### config.mk
export PLATFORM = sky130hd
export DESIGN_NAME = layer1_window_ctrl
export DESIGN_NICKNAME = d
export VERILOG_FILES = /design/src/rtl/layer1_pkg.sv /design/src/rtl/layer1_pos_counter.sv /design/src/rtl/layer1_window_ctrl.sv
export SDC_FILE = /design/constraint.sdc
export NUM_CORES = 1
export LEC_CHECK = 0
export CORE_UTILIZATION = 30
export CTS_CLUSTER_SIZE = 12
export DETAILED_ROUTE_END_ITERATION = 16
export PLACE_DENSITY_LB_ADDON = 0.12
export SLEW_MARGIN = 20
export SYNTH_ARGS = -nofsm -noshare
export SYNTH_HDL_FRONTEND = slang
export SYNTH_SLANG_ARGS = --single-unit
export TNS_END_PERCENT = 10
### constraint.sdc
create_clock -name clk -period 1.9 [get_ports clk]
set_input_delay 0.285 -clock clk [delete_from_list [all_inputs] [get_ports clk]]
set_output_delay 0.285 -clock clk [all_outputs]
set_load 0.05 [all_outputs]
### src/rtl/layer1_pkg.sv
// Shared types and constants for the layer-1 sliding-window controller.
// Default geometry comes from LAYER1_WIDTH, overridable at build time.
`ifndef LAYER1_WIDTH
`define LAYER1_WIDTH 32
`endif

package layer1_pkg;

    localparam int KERNEL    = 3;
    localparam int LAYER1_W  = `LAYER1_WIDTH;
    localparam int LAYER1_CW = $clog2(LAYER1_W);

    typedef enum logic [2:0] {
        IDLE  = 3'd0,
        FILL  = 3'd1,
        RUN   = 3'd2,
        DRAIN = 3'd3,
        DONE  = 3'd4
    } ctrl_state_t;

endpackage

### src/rtl/layer1_pos_counter.sv
// Column/row position of the next pixel: column wraps at the row end, row saturates on the last row.
// Advances on adv, zeroes on clear; last flags the final pixel of the frame.
module layer1_pos_counter
    import layer1_pkg::*;
#(
    parameter int IMG_WIDTH  = LAYER1_W,
    parameter int IMG_HEIGHT = 32,
    parameter int CW         = $clog2(IMG_WIDTH),
    parameter int RW         = $clog2(IMG_HEIGHT)
) (
    input  logic          clk,
    input  logic          rst,
    input  logic          clear,
    input  logic          adv,
    output logic [CW-1:0] col,
    output logic [RW-1:0] row,
    output logic          last
);

    localparam logic [CW-1:0] COL_MAX = CW'(IMG_WIDTH - 1);
    localparam logic [RW-1:0] ROW_MAX = RW'(IMG_HEIGHT - 1);

    logic [CW-1:0] col_d, col_q;
    logic [RW-1:0] row_d, row_q;

    always_comb begin
        col_d = col_q;
        row_d = row_q;
        if (clear) begin
            col_d = '0;
            row_d = '0;
        end else if (adv) begin
            if (col_q == COL_MAX) begin
                col_d = '0;
                if (row_q != ROW_MAX) begin
                    row_d = row_q + RW'(1);
                end
            end else begin
                col_d = col_q + CW'(1);
            end
        end
    end

    always_ff @(posedge clk) begin
        if (rst) begin
            col_q <= '0;
            row_q <= '0;
        end else begin
            col_q <= col_d;
            row_q <= row_d;
        end
    end

    assign col  = col_q;
    assign row  = row_q;
    assign last = (row_q == ROW_MAX) && (col_q == COL_MAX);

endmodule

### src/rtl/layer1_window_ctrl.sv
// Sequencer for the layer-1 line buffers and 3x3 window register; flags valid windows to the MAC.
// Window valid one cycle after the completing pixel; a held window stalls pixel intake combinationally.
module layer1_window_ctrl
    import layer1_pkg::*;
#(
    parameter int IMG_WIDTH  = LAYER1_W,
    parameter int IMG_HEIGHT = 32,
    parameter int CW         = $clog2(IMG_WIDTH),
    parameter int RW         = $clog2(IMG_HEIGHT)
) (
    input  logic          clk,
    input  logic          rst,
    input  logic          start,
    input  logic          pix_valid,
    output logic          pix_ready,
    output logic          shift_en,
    output logic          win_valid,
    input  logic          win_ready,
    output logic [RW-1:0] win_row,
    output logic [CW-1:0] win_col,
    output logic          busy,
    output logic          done
);

    if (IMG_WIDTH < KERNEL || IMG_HEIGHT < KERNEL) begin : g_bad_geometry
        $error("layer1_window_ctrl: image smaller than the kernel");
    end

    ctrl_state_t   state_d, state_q;
    logic          win_valid_d, win_valid_q;
    logic [RW-1:0] win_row_d, win_row_q;
    logic [CW-1:0] win_col_d, win_col_q;

    logic [CW-1:0] col;
    logic [RW-1:0] row;
    logic          last_pix;
    logic          streaming;
    logic          accept;
    logic          new_win;
    logic          win_hs;
    logic          clear;

    assign streaming = (state_q == FILL) || (state_q == RUN);
    assign pix_ready = streaming && (!win_valid_q || win_ready);
    assign accept    = pix_valid && pix_ready;
    assign win_hs    = win_valid_q && win_ready;
    assign clear     = (state_q == IDLE) && start;
    // Wrap-region columns never complete a window, so stale data from the previous row is never flagged.
    assign new_win   = accept && (row >= RW'(KERNEL - 1)) && (col >= CW'(KERNEL - 1));

    layer1_pos_counter #(
        .IMG_WIDTH  (IMG_WIDTH),
        .IMG_HEIGHT (IMG_HEIGHT),
        .CW         (CW),
        .RW         (RW)
    ) u_pos (
        .clk   (clk),
        .rst   (rst),
        .clear (clear),
        .adv   (accept),
        .col   (col),
        .row   (row),
        .last  (last_pix)
    );

    always_comb begin
        state_d = state_q;
        case (state_q)
            IDLE:    if (start) state_d = FILL;
            FILL: begin
                if (accept && last_pix) state_d = DRAIN;
                else if (new_win)       state_d = RUN;
            end
            RUN:     if (accept && last_pix) state_d = DRAIN;
            DRAIN:   if (win_hs) state_d = DONE;
            DONE:    state_d = IDLE;
            default: state_d = IDLE;
        endcase
    end

    always_comb begin
        win_valid_d = win_valid_q;
        win_row_d   = win_row_q;
        win_col_d   = win_col_q;
        if (new_win) begin
            win_valid_d = 1'b1;
            win_row_d   = row - RW'(KERNEL - 1);
            win_col_d   = col - CW'(KERNEL - 1);
        end else if (win_hs) begin
            win_valid_d = 1'b0;
        end
    end

    always_ff @(posedge clk) begin
        if (rst) begin
            state_q     <= IDLE;
            win_valid_q <= 1'b0;
            win_row_q   <= '0;
            win_col_q   <= '0;
        end else begin
            state_q     <= state_d;
            win_valid_q <= win_valid_d;
            win_row_q   <= win_row_d;
            win_col_q   <= win_col_d;
        end
    end

    assign shift_en  = accept;
    assign win_valid = win_valid_q;
    assign win_row   = win_row_q;
    assign win_col   = win_col_q;
    assign busy      = (state_q == FILL) || (state_q == RUN) || (state_q == DRAIN);
    assign done      = (state_q == DONE);

endmodule

After elaboration in Yosys (flattened, before gate mapping) --
Index checks and enable logic that the tools add are counted.
Storage, ports and cells: input port bits 5, flip-flop bits (word level) 24
Cells by class: reductions and logical operators 17, magnitude comparators 2, add/sub/neg operators 4, equality and inequality tests 11, mux-type cells 9
Operators by type and width (count):
- $mux 3 | 5
- $pmux 3 s4 | 1
- $add 5x1->5 const B | 2
- $eq 5x5->1 const B | 2
- $ge 5x2->1 const B | 2
- $sub 5x2->5 const B | 2
- $logic_and 1x1->1 | 8
- $eq 3x2->1 const B | 2
- $mux 5 | 1
- $ne 5x5->1 const B | 1
- $ne 2x2->1 const B | 2
- $reduce_and 4->1 | 1
- $eq 3x1->1 const B | 1
- $eq 3x3->1 const B | 1
- $logic_not 3->1 | 1
- $logic_or 1x1->1 | 3
- $ne 3x2->1 const B | 1
- $reduce_and 3->1 | 1
- $mux 1 | 2
- $ne 2x1->1 const B | 1
- $reduce_bool 2->1 | 1
- $reduce_or 2->1 | 1
- $logic_not 1->1 | 1

Logic depth before layout (Yosys ltp) --
Gate-level depths: netlist of run 1.
word-level depth 9, depth in mapped cells 9, mapped depth without buffers 8

By module --
Synthesis of run 1 repeated with hierarchy kept, for this count alone.
Unflattened totals: cells, all modules 144, area total of the unflattened synthesis 1283.7 um2
Modules (own cells, without submodules):
- layer1_window_ctrl | cells an instance 91, area each 793.3 um2, times used 1
- layer1_pos_counter | cells an instance 53, area each 490.5 um2, times used 1

Least setup slack after synthesis of run 1 --
No wires, ideal clock.
path kind register to output, start register win_valid_q (netlist: win_valid), end output pix_ready, cell stages (with the launch flop) 3, slack -0.163 ns, arrival time 1.778 ns, buffers on the path 0, cells stage by stage dfxtp_1 -> nor2b_1 -> nor3_1
On the way: longest elaborated chain between the ends 3
RTL lines:
- start: declaration | line layer1_window_ctrl.sv:30 | logic win_valid_d, win_valid_q;
- start signal: assignment | line layer1_window_ctrl.sv:102 | win_valid_q <= win_valid_d;
- $logic_not 1->1 | line layer1_window_ctrl.sv:44 | assign pix_ready = streaming && (!win_valid_q || win_ready);
- $logic_or 1x1->1 | line layer1_window_ctrl.sv:44
- $logic_and 1x1->1 | line layer1_window_ctrl.sv:44
- end: declaration | line layer1_window_ctrl.sv:15 | output logic pix_ready,
Every way passes these cells.

Worst setup path in the final report of run 1 --
start input pix_valid, end output shift_en
On the way: longest elaborated chain between the ends 1
RTL lines:
- start: declaration | line layer1_window_ctrl.sv:14 | input logic pix_valid,
- $logic_and 1x1->1 | line layer1_window_ctrl.sv:45 | assign accept = pix_valid && pix_ready;
- end: declaration | line layer1_window_ctrl.sv:16 | output logic shift_en,
Every way passes these cells.

==> results of run 1 <==
registers in the layout, indices dropped and copies added, names as in the netlist:
signal,cells
u_pos.col,5
u_pos.row,5
win_col,5
win_row,5
state_q,3
win_valid,1
layout make-up:
cell class / count / area share [%]
clock buffers: 3 / 2.33
clock inverters: 1 / 1.70
inverters: 12 / 2.83
multi-input cells: 106 / 42.1
flip-flops and latches: 24 / 27.2
well taps: 50 / 3.54
repair buffers: 39 / 20.3
synth_stat cells (2+ instances only):
library cell,n
xnor2_1,2
xor2_1,5
a21oi_1,6
a211oi_1,3
nor3_1,6
mux2i_1,11
nand3_1,5
nor2_1,24
inv_1,11
clkbuf_1,3
and3_1,3
buf_6,3
o21ai_0,4
nand2_1,8
dfxtp_1,24
ha_1,10
or3_1,2
nand2b_1,4
final timing paths:
kind | end | slack (ns) | depth (start not counted)
setup / recovery | shift_en | 0.05 | 6
hold / removal | win_col[2] | 0.50 | 2
setup reg to reg | u_pos.row[3] | 0.13 | 9
hold reg to reg | win_col[2] | 0.50 | 2
what timing repair did:
action	CTS	global route
resized for setup	1	2
pin swaps	0	2
endpoints found under the setup margin	1	3
where the power goes:
part | switching, W | total [W] | leakage, nW | internal, W
Combinational | 0.000214 | 0.000355 | 0.536 | 0.000141
Sequential | 0.0000113 | 0.000528 | 0.194 | 0.000517
Clock | 0.000171 | 0.000453 | 0.0357 | 0.000282
critical path, delay by kind of cell:
| kind | cells | cell delay [ns] |
|---|---|---|
| buffers and inverters | 4 | 0.79 |
| AND/OR/NAND/NOR | 2 | 0.48 |
stage by stage:
stage	cell area [sq um]	power [W]	std cells	setup TNS, ns	hold slack, ns
CTS	1760	0.00135	235	0	0.513
floorplan	1320	0.000788	149	-1.51	0.354
finish	1770	0.00134	235	0	0.504
global route	1770	0.00141	235	0	0.541
global placement	1690	0.000891	231	0	0.485
detailed placement	1690	0.000894	231	-0.00865	0.492
routing by layer:
| layer | up-vias | global-route usage (%) | part of all wire [%] |
|---|---|---|---|
| met5 | - | 0 | 0 |
| met4 | 0 | 4.69 | 0.71 |
| met3 | 2 | 2.00 | 1.4 |
| met2 | 5 | 26.6 | 52 |
| met1 | 505 | 17.6 | 46 |
| li1 | 573 | - | - |
cells in the final DEF (no fill, tap or decap), types with 3 or more instances in the layout:
| cell | netlist | layout |
|---|---|---|
| a211oi_1 | 3 | 3 |
| a21oi_1 | 6 | 6 |
| and3_1 | 3 | 3 |
| buf_4 | 1 | 21 |
| clkbuf_8 | 0 | 3 |
| clkdlybuf4s50_1 | 0 | 15 |
| dfxtp_1 | 24 | 24 |
| ha_1 | 10 | 9 |
| inv_1 | 11 | 11 |
| mux2i_1 | 11 | 11 |
| nand2_1 | 8 | 8 |
| nand2b_1 | 4 | 4 |
| nand3_1 | 5 | 5 |
| nor2_1 | 24 | 24 |
| nor3_1 | 6 | 5 |
| o21ai_0 | 4 | 4 |
| xor2_1 | 5 | 5 |
cell families (layout without fill, tap and decap cells):
group | after synthesis | after routing
buffers and inverters | 19 | 55
adder cells (fa/ha/maj) | 10 | 10
XOR/XNOR | 8 | 8
multiplexers | 11 | 11
AND/OR/NAND/NOR | 58 | 58
AO/OA/AOI/OAI | 19 | 19
flip-flops | 24 | 24
==> results.json, run 1 <==
{
  "initial_utilization_pct": 32.0,
  "synth_ff_type": "dfxtp_1",
  "core.rowCount": 23,
  "ys_types": 33,
  "leakage_nw": 0.765,
  "dp_slack_ns": -0.00865,
  "htree_levels": 1,
  "yosysTopAreaCellShare_pct": 36.5,
  "synthesis.area_sq_mm": 0.00132,
  "drt-vias-per-instance": 4.62,
  "fin_crit_sh_pct": 97.2,
  "hpwl_microns": 2340,
  "wl_microns": 2960,
  "synth_area_per_cell_sq_um": 8.83,
  "cpPeakStageDelay_ns": 0.46,
  "synth_fp_nets": 164,
  "gp_congestion": 0.734,
  "drt_iter0_drc": 46,
  "clockBufferDepth": 2,
  "critPathLaunch": "pix_valid",
  "synth_seq_area_share_pct": 36.5,
  "endpoint_kind": "output pin",
  "io_pins": 20,
  "crit_type": "primary input to output pin",
  "synth_xor_area_share_pct": 5.89,
  "drt-pass1-iter-count": 4,
  "cpMaxStageDelayCell": "clkdlybuf4s50_1",
  "postCtsHoldBufs": 0,
  "tightest_slew_ns": 0.504,
  "synth_seq_cells": 24,
  "portBuffers": 19,
  "slew_headroom_pct": 66.3,
  "track_usage_pct": 14.7,
  "hold_viol": 0,
  "power.density_mw_per_mm2": 755,
  "utilization_pct": 43.0,
  "grt_pass1_wl_microns": 5060,
  "cts_root_buffer": "clkbuf_8",
  "cp_max_fo": 4,
  "period_needed_ns": 1.85,
  "yosys-top-cells-area": "dfxtp_1, ha_1, mux2i_1",
  "yosysTopAreaCell": "dfxtp_1",
  "cts_setup_buffers": 0,
  "synthSimpleGateAreaFrac_pct": 22.6,
  "fillerInstances": 405,
  "drc": 0,
  "rsz0062_at_grt": "false",
  "wire_per_inst_microns": 12.6,
  "grt_pass1_vias": 1135,
  "grt_max_degree": 15,
  "synth_compound_area_share_pct": 9.32,
  "synth_edf_count": 0,
  "ant_nets": 0,
  "die_y_microns": 68.2,
  "cts_inserted_buffers": 3,
  "syn-instance-count": 149,
  "core_region_area_sq_mm": 0.00412,
  "fin_ws_ns": 0.0523,
  "cts_num_sinks": 24,
  "grt_overflow": 0,
  "synth_top_family_by_area": "simple AND/OR/NAND/NOR gates",
  "synth_warnings": 0,
  "multi_input_area_sq_um": 746,
  "synth.area.mux_share_pct": 8.37,
  "cts_tree": "built",
  "critical_path.cell_chain": "clkdlybuf4s50_1 -> nand2b_1 -> or3_4 -> clkinv_4 -> buf_4 -> buf_12",
  "insertion_delay_ns": 0.27,
  "num_vias": 1085,
  "cp_data_required_time_ns": 1.62,
  "synth-adder-area-share_pct": 9.51,
  "min_from": "win_col[2]",
  "clk_pin_slew_worst_paths_ns": 0.09,
  "drv_cap": 0,
  "fin_skew_ns": 0.00282,
  "vdd_drop_max_v": 0.000305,
  "worstHoldPathType": "flop to flop",
  "antenna_cells": 0,
  "max_clock_freq_ghz": 0.541,
  "worstPathArrival_ns": 1.56,
  "post_route_cells_drive_above_1_share_pct": 19.5,
  "ff_latch_area_sq_um": 480,
  "cp-start-kind": "primary input",
  "antenna_found_initial": 0,
  "die_x_microns": 68.2,
  "num-nets-final": 201,
  "dieArea_sq_mm": 0.00466,
  "syn_to_final_growth_pct": 34.4,
  "r2r_start": "u_pos.row[0]",
  "status": "complete, no violations",
  "setup_viol": 0,
  "slew_viol_final": 0,
  "async_flop_share_pct": 0
}
Power figures use the tool's default switching activity.
==> inputs of run 2 (changes only) <==
==> constraint.sdc (replaced) <==
create_clock -name clk -period 1.9 [get_ports clk]
set_input_delay 0.19 -clock clk [delete_from_list [all_inputs] [get_ports clk]]
set_output_delay 0.19 -clock clk [all_outputs]
set_load 0.05 [all_outputs]
==> results.json, run 2 (synthesis gave the netlist of run 1 again) <==
{
  "hpwl_microns": 2340,
  "grt_overflow": 0,
  "grt_max_degree": 14,
  "vdd_drop_max_v": 0.000233,
  "dp.cells": 228,
  "hold_viol": 0,
  "timing.setup.tns_ns": 0,
  "cp_data_required_time_ns": 2.10,
  "status": "complete, no violations",
  "fin_crit_sh_pct": 93.6,
  "period_needed_ns": 1.78,
  "die_y_microns": 68.2,
  "fillerInstances": 431,
  "postCtsHoldBufs": 0,
  "tightest_slew_ns": 0.559,
  "worstHoldPathType": "flop to flop",
  "slew_viol_final": 0,
  "core.rowCount": 23,
  "power.density_mw_per_mm2": 721,
  "ff_latch_area_sq_um": 482,
  "initial_utilization_pct": 32.0,
  "cts_inserted_buffers": 3,
  "die_x_microns": 68.2,
  "num_vias": 1094,
  "power_w": 0.00125,
  "max_clock_freq_ghz": 0.562,
  "antenna_found_initial": 0,
  "antenna_cells": 0,
  "rsz0062_at_grt": "false",
  "endpoint_kind": "flop",
  "final_cells": 233,
  "cpPeakStageDelay_ns": 0.32,
  "cts_num_sinks": 24,
  "critical_path.cell_chain": "ha_1 -> and3_1 -> ha_2 -> nand2b_4 -> nor4_4 -> buf_6 -> nand3_1 -> xor2_1 -> nor2_1",
  "drt-vias-per-instance": 4.70,
  "post_route_cells_drive_above_1_share_pct": 18.6,
  "cp-start-kind": "flop",
  "drt-pass1-iter-count": 5,
  "slew_headroom_pct": 61.8,
  "cts_tree": "built",
  "syn_to_final_growth_pct": 31.9,
  "cts_root_buffer": "clkbuf_8",
  "drt_iter0_drc": 40,
  "ant_nets": 0,
  "fin_skew_ns": 0.00656,
  "leakage_nw": 0.748,
  "final_common_cell": "nor2_1",
  "wl_microns": 2940,
  "io_pins": 20,
  "layout_common_cells": "nor2_1, dfxtp_1, buf_4",
  "drv_cap": 0,
  "drc": 0,
  "grt_pass1_wl_microns": 4970,
  "insertion_delay_ns": 0.27,
  "cp_max_fo": 6,
  "grt_pass1_vias": 1118,
  "setup_viol": 0,
  "dieArea_sq_mm": 0.00466,
  "clk_pin_slew_worst_paths_ns": 0.09,
  "crit_type": "flop to flop",
  "track_usage_pct": 14.5,
  "worstPathArrival_ns": 1.98,
  "core_region_area_sq_mm": 0.00412,
  "wire_per_inst_microns": 12.6,
  "cpMaxStageDelayCell": "dfxtp_1",
  "portBuffers": 19,
  "num-nets-final": 199,
  "gp_congestion": 0.764,
  "clockBufferDepth": 2,
  "htree_levels": 1,
  "multi_input_area_sq_um": 743
}
[run 2: metrics by stage]
stage | worst slack, ns | hold slack (ns) | instance area (sq um) | utilization [%]
global route | 0.00721 | 0.537 | 1740 | 42.2
detailed placement | 0.0558 | 0.487 | 1660 | 40.3
finish | 0.121 | 0.502 | 1740 | 42.2
floorplan | 0.000143 | 0.252 | 1320 | -
CTS | 0.0333 | 0.509 | 1720 | 41.7
global placement | 0.0730 | 0.484 | 1660 | 40.3
[run 2: worst paths after layout]
path                  endpoint  slack, ns  depth (start not counted)         start
setup / recovery  u_pos.row[3]       0.12                          9  u_pos.row[0]
setup reg to reg  u_pos.row[3]       0.12                          9  u_pos.row[0]
hold / removal      win_row[0]       0.50                          2    win_row[0]
hold reg to reg     win_row[0]       0.50                          2    win_row[0]
[run 2: area by class of cell]
type / instances / area share (%)
Sequential cell: 24 / 27.7
Multi-Input combinational cell: 106 / 42.8
Timing Repair Buffer: 37 / 19.8
Tap cell: 50 / 3.60
Clock buffer: 4 / 3.17
Inverter: 12 / 2.88
[run 2: repair_timing]
| item | CTS | global route |
|---|---|---|
| endpoints found under the setup margin | 0 | 4 |
| setup buffers | 0 | 1 |
| resized for setup | 0 | 3 |
[run 2: report_power, final]
| part | switching [W] | total (W) | internal [W] |
|---|---|---|---|
| clock | 0.000165 | 0.000350 | 0.000185 |
| sequential | 0.0000124 | 0.000529 | 0.000517 |
| combinational | 0.000222 | 0.000373 | 0.000151 |
[run 2: routing by layer]
layer	GRT usage [%]	routed length, microns	vias to the layer above
met4	4.69	31	0
met5	0	0	-
met1	17.6	1310	511
met2	25.6	1520	11
li1	-	-	568
met3	2.50	67	4
[run 2: critical path, delay by kind of cell, from the launching register on]
| family | cells | cell delay, ns |
|---|---|---|
| fa+ha+maj | 2 | 0.39 |
| flops | 1 | 0.32 |
| xor+xnor | 1 | 0.15 |
| buf+inv | 1 | 0.16 |
| simple gates | 5 | 0.67 |
